### src/rtl/nibble_serial_adder_pkg.sv
// Shared types for the nibble-serial adder.
// State encoding; the unused code 2'd3 recovers to IDLE.
package nibble_serial_adder_pkg;

    typedef enum logic [1:0] {
        S_IDLE = 2'd0,
        S_RUN  = 2'd1,
        S_DONE = 2'd2
    } nsa_state_t;

    function automatic int cnt_width(input int n);
        return (n > 1) ? $clog2(n) : 1;
    endfunction

endpackage

### src/rtl/nibble_serial_adder_nib_add4.sv
// 4-bit combinational ripple-carry slice.
// One full-adder per bit, carry rippling from bit 0 upward.
module nib_add4 (
    input  logic [3:0] a,
    input  logic [3:0] b,
    input  logic       ci,
    output logic [3:0] s,
    output logic       c0
);

    logic w_c1;
    logic w_c2;
    logic w_c3;

    assign s[0] = a[0] ^ b[0] ^ ci;
    assign w_c1 = (a[0] & b[0]) | (ci & (a[0] ^ b[0]));
    assign s[1] = a[1] ^ b[1] ^ w_c1;
    assign w_c2 = (a[1] & b[1]) | (w_c1 & (a[1] ^ b[1]));
    assign s[2] = a[2] ^ b[2] ^ w_c2;
    assign w_c3 = (a[2] & b[2]) | (w_c2 & (a[2] ^ b[2]));
    assign s[3] = a[3] ^ b[3] ^ w_c3;
    assign c0   = (a[3] & b[3]) | (w_c3 & (a[3] ^ b[3]));

endmodule

### src/rtl/nibble_serial_adder.sv
// Adds two 4*NIBBLES-bit operands one nibble per clock
// through a single 4-bit slice, with valid/ready on both sides.
module nibble_serial_adder
    import nibble_serial_adder_pkg::*;
#(
    parameter int NIBBLES = 4,
    localparam int WIDTH  = 4 * NIBBLES
) (
    input  logic             clk,
    input  logic             rst,
    input  logic             in_valid,
    output logic             in_ready,
    input  logic [WIDTH-1:0] in_a,
    input  logic [WIDTH-1:0] in_b,
    input  logic             in_ci,
    output logic             out_valid,
    input  logic             out_ready,
    output logic [WIDTH-1:0] out_sum,
    output logic             out_co,
    output logic             busy
);

    localparam int CW = cnt_width(NIBBLES);

    nsa_state_t       r_state;
    nsa_state_t       w_next;
    logic [CW-1:0]    r_cnt;
    logic             r_carry;
    logic [WIDTH-1:0] r_op_a;
    logic [WIDTH-1:0] r_op_b;
    logic [WIDTH-1:0] r_sum;
    logic             r_co;
    logic [3:0]       w_a_nib;
    logic [3:0]       w_b_nib;
    logic [3:0]       w_s;
    logic             w_c0;
    logic             w_last;

    assign w_last = (r_cnt == CW'(NIBBLES - 1));

    always_comb begin
        w_a_nib = '0;
        w_b_nib = '0;
        for (int k = 0; k < NIBBLES; k++) begin
            if (r_cnt == CW'(k)) begin
                w_a_nib = r_op_a[4*k +: 4];
                w_b_nib = r_op_b[4*k +: 4];
            end
        end
    end

    nib_add4 u_slice (
        .a  (w_a_nib),
        .b  (w_b_nib),
        .ci (r_carry),
        .s  (w_s),
        .c0 (w_c0)
    );

    always_ff @(posedge clk) begin
        if (rst) begin
            r_state <= S_IDLE;
        end else begin
            r_state <= w_next;
        end
    end

    always_comb begin
        w_next = S_IDLE;
        case (r_state)
            S_IDLE: w_next = in_valid ? S_RUN : S_IDLE;
            S_RUN:  w_next = w_last ? S_DONE : S_RUN;
            S_DONE: w_next = out_ready ? S_IDLE : S_DONE;
            default: w_next = S_IDLE;
        endcase
    end

    always_ff @(posedge clk) begin
        if (rst) begin
            r_cnt   <= '0;
            r_carry <= 1'b0;
            r_op_a  <= '0;
            r_op_b  <= '0;
            r_sum   <= '0;
            r_co    <= 1'b0;
        end else if (r_state == S_IDLE) begin
            if (in_valid) begin
                r_op_a  <= in_a;
                r_op_b  <= in_b;
                r_carry <= in_ci;
                r_cnt   <= '0;
            end
        end else if (r_state == S_RUN) begin
            for (int k = 0; k < NIBBLES; k++) begin
                if (r_cnt == CW'(k)) begin
                    r_sum[4*k +: 4] <= w_s;
                end
            end
            r_carry <= w_c0;
            if (w_last) begin
                r_co  <= w_c0;
                r_cnt <= '0;
            end else begin
                r_cnt <= r_cnt + CW'(1);
            end
        end
    end

    assign in_ready  = (r_state == S_IDLE);
    assign out_valid = (r_state == S_DONE);
    assign busy      = (r_state == S_RUN) || (r_state == S_DONE);
    assign out_sum   = r_sum;
    assign out_co    = r_co;

endmodule

### config.mk
export PLATFORM = sky130hd
export DESIGN_NAME = nibble_serial_adder
export DESIGN_NICKNAME = d
export VERILOG_FILES = /design/src/rtl/nibble_serial_adder_pkg.sv /design/src/rtl/nibble_serial_adder_nib_add4.sv /design/src/rtl/nibble_serial_adder.sv
export SDC_FILE = /design/constraint.sdc
export NUM_CORES = 1
export LEC_CHECK = 0
export BUFFER_PORTS_ARGS = -buffer_cell sky130_fd_sc_hd__buf_2
export CORE_ASPECT_RATIO = 1.25
export CORE_MARGIN = 3
export CORE_UTILIZATION = 47
export DETAILED_ROUTE_END_ITERATION = 8
export MAX_ROUTING_LAYER = met4
export PLACE_DENSITY = 0.74
export SLEW_MARGIN = 20
export SYNTH_ARGS = -nofsm -noshare
export SYNTH_HDL_FRONTEND = slang
export SYNTH_SLANG_ARGS = --single-unit
### constraint.sdc
create_clock -name clk -period 3.45 [get_ports clk]
set_clock_uncertainty 0.1 [all_clocks]
set_input_delay 0.1725 -clock clk [delete_from_list [all_inputs] [get_ports clk]]
set_output_delay 0.1725 -clock clk [all_outputs]
set_load 0.02 [all_outputs]
==> summary.txt <==
Timing
  – Setup TNS: 0 ps
  – Max Clk Rate: 302 MHz
  – Setup-failing EPs final: 0
  – Max-slew violations: 0
  – Final hold vios: 0
  – Slew headroom: 0.362
  – Slew @ Worst Pin: 957 ps
  – Min Tclk post-route: 3320 ps
  – Tcrit/Tclk final: 0.961

Synthesis
  – Library cells used by synthesis: 28
  – Syn nets: 336
  – Syn avg cell area: 8.24 µm²
  – Post-synthesis sequential area ratio: 0.457
  – Area share of fa/ha/maj cells after synthesis: 0.0762
  – Synth Area in Compound Gates: 0.187
  – Netlist Area Pre-Place: 0.00236 mm²
  – Simple-gate share of the synthesized area: 0.204
  – Largest family of logic cells by synthesized area: simple AND/OR/NAND/NOR gates
  – #FFs+latches synth: 54
  – XOR/XNOR Fraction of Synth Area: 0
  – Yosys warns: 0
  – Mapped Cells: 287
  – Post-synthesis mux area share: 0.0169

Global route
  – Vias in the first global route: 2128
  – Grt total ovfl: 0
  – Global-route wire length before repair: 9570 µm
  – Total GRT Usage: 0.204
  – Largest net degree at the start of global routing: 55
  – Initial antenna violation count: 0

Layout
  – Share of layout cells above drive strength 1: 0.244
  – Nets: 408
  – Non-Filler Instances: 420
  – Multi-input gate area: 0.00118 mm²
  – ANT cells: 0
  – Sequential cell area: 0.00109 mm²
  – Fill count: 417
  – Area Overhead vs Synth: 29.2%

Pwr
  – Power Dens Cells: 419 mW/mm²
  – Net Sw Frac: 0.255
  – Internal Pwr Total: 0.000952 W
  – NetSw: 0.000326 W
  – Sequential share of power: 0.523
  – Combinational fraction of design power: 0.147
  – Max IR drop VDD: 0.298 mV
  – Clock share of power: 0.330
  – Leak Pwr: 1.28 nW

CTS
  – Clock Latency Late Sink: 310 ps
  – CTS max path bufs: 2
  – Clock-pin slew on the worst setup and hold paths: 100 ps
  – CTS tree: yes
  – Root buf cell: clkbuf_8
  – # H-tree levels: 2
  – CTS buffer count: 5
  – Sink Count: 54

Floorplan
  – Row count: 28
  – Die area: 0.00592 mm²
  – Initial Util: 0.492
  – Vert. Die Dim: 85.3 µm
  – Die width: 69.4 µm
  – Ports: 57
  – Area of the core: 0.00480 mm²

Worst hold path
  – Hold Crit Class: in2reg

Route
  – DR WL/cell: 13.4 µm
  – DRC Markers: 0
  – Initial DRC Count: 138
  – Via Count: 2190
  – Drt first pass iters: 4
  – Antenna Nets Post-Route: 0
  – Via/cell ratio: 5.21
  – Detailed Route WL: 5630 µm

Worst setup path
  – Crit path kind: reg2reg
  – Arr. time, crit path: 3450 ps
  – Startpoint Class: flip-flop
  – CP endpoint kind: flip-flop
  – WP data required: 3580 ps
  – Crit-path max FO: 4

Place
  – Placed Cells: 388
  – IO Port Bufs: 56
  – Post-DP HPWL: 3740 µm
  – Final Wtd Congestion: 0.965

Run status
  – Outcome: finished, final reports clean

Flow run
  – Max_cap viols: 0
[per-stage QoR]
step | setup WS [ps] | util | hold slack, ps | instance area, µm² | total power [W]
2_1_floorplan | 191 | - | 208 | 2360 | 0.000793
3_3_place_gp | 222 | 0.555 | 315 | 2660 | 0.000842
3_5_place_dp | 109 | 0.555 | 318 | 2660 | 0.000846
4_1_cts | 43.4 | 0.618 | 1.57 | 2970 | 0.00128
5_1_grt | -7.60 | 0.636 | 2.34 | 3050 | 0.00134
6_report | 135 | 0.636 | 4.11 | 3050 | 0.00128
[per-layer routing]
layer / wire length, µm / global-route usage / part of all wire
met5: 0 / - / 0
met1: 2340 / 0.225 / 0.42
met2: 2960 / 0.357 / 0.52
met3: 229 / 0.0427 / 0.041
met4: 103 / 0.0799 / 0.018
[power by group through the flow]
stage | combinational (W) | sequential, W | clock, W
global route | 0.000212 | 0.000673 | 0.000454
finish | 0.000188 | 0.000669 | 0.000421
CTS | 0.000179 | 0.000669 | 0.000427
detailed placement | 0.000162 | 0.000684 | 0
floorplan | 0.000109 | 0.000683 | 0
global placement | 0.000159 | 0.000684 | 0
[cell families after synthesis]
kind of cell	count (synthesis)
buffers and inverters	31
AND/OR/NAND/NOR	114
adder cells (fa/ha/maj)	12
multiplexers	4
flip-flops	54
AO/OA/AOI/OAI	72
[worst paths after layout]
path | startpoint | endpoint | slack, ps | cells after the start
worst max-delay path | r_cnt[0] | out_sum[11] | 130 | 12
worst min-delay path | in_a[9] | r_op_a[9] | 4 | 3
worst max register to register | r_cnt[0] | out_sum[11] | 130 | 12
worst min register to register | out_sum[1] | out_sum[1] | 350 | 2
[cell type report]
type | instances | area share
clock buffers | 5 | 0.0225
clock inverters | 3 | 0.0148
inverters | 10 | 0.0123
multi-input cells | 202 | 0.387
flip-flops and latches | 54 | 0.356
well taps | 60 | 0.0246
repair buffers | 86 | 0.183
[synth_stat cells]
| master | count | share of area |
|---|---|---|
| a21oi_1 | 50 | 0.11 |
| a221o_1 | 2 | 0.0085 |
| a221oi_1 | 6 | 0.022 |
| a22oi_1 | 1 | 0.0032 |
| a22oi_2 | 2 | 0.011 |
| a311oi_1 | 4 | 0.015 |
| and2_1 | 1 | 0.0026 |
| buf_1 | 1 | 0.0016 |
| buf_2 | 12 | 0.025 |
| buf_6 | 1 | 0.0048 |
| clkbuf_1 | 7 | 0.011 |
| dfxtp_1 | 54 | 0.46 |
| fa_1 | 4 | 0.034 |
| ha_1 | 8 | 0.042 |
| inv_1 | 10 | 0.016 |
| mux2i_1 | 4 | 0.017 |
| nand2_1 | 84 | 0.13 |
| nand2b_1 | 1 | 0.0026 |
| nand3_1 | 11 | 0.023 |
| nand3b_1 | 2 | 0.0064 |
| nor2_1 | 4 | 0.0064 |
| nor2b_1 | 6 | 0.016 |
| nor2b_2 | 1 | 0.0037 |
| nor3_1 | 2 | 0.0042 |
| o22ai_1 | 1 | 0.0026 |
| o31ai_1 | 6 | 0.019 |
| or2_0 | 1 | 0.0026 |
| or3_1 | 1 | 0.0026 |
[registers in the layout, summed over array words and instances, names as in the netlist]
name	cells
out_sum	16
r_op_a	16
r_op_b	16
r_cnt	2
r_state	2
out_co	1
r_carry	1
[placed cells by master, fill, tap and decap left out, types with 2 or more instances in the layout]
| cell type | count |
|---|---|
| nand3_1 | 10 |
| dlygate4sd3_1 | 21 |
| fa_2 | 4 |
| ha_2 | 2 |
| nor3_1 | 2 |
| buf_2 | 56 |
| mux2i_1 | 4 |
| a311oi_1 | 4 |
| a221o_1 | 2 |
| nor2b_1 | 6 |
| a21oi_1 | 50 |
| a221oi_1 | 6 |
| clkinvlp_4 | 2 |
| dfxtp_1 | 52 |
| nor2_1 | 4 |
| clkbuf_8 | 5 |
| o31ai_1 | 6 |
| a22oi_2 | 2 |
| ha_1 | 5 |
| nand2_1 | 84 |
| nand3b_1 | 2 |
| inv_1 | 9 |
| buf_4 | 9 |
[critical path: stages, from the launching register on]
cell and delay [ps]:
dfxtp_4 370, inv_1 60, ha_2 190, nor2b_4 140
a221o_1 340, a22oi_2 190, fa_2 220, inv_1 50
fa_2 340, fa_2 390, fa_2 620, nand3_1 80
a21oi_1 150
[what timing repair did]
action                                 4_1_cts  5_1_grt
endpoints found under the hold margin       19        2
hold buffers                                19        2
resized for setup                            0       14
setup endpoints to repair                    0        4
setup buffers                                0        3
Note: power is estimated with default switching activity, not from simulation.
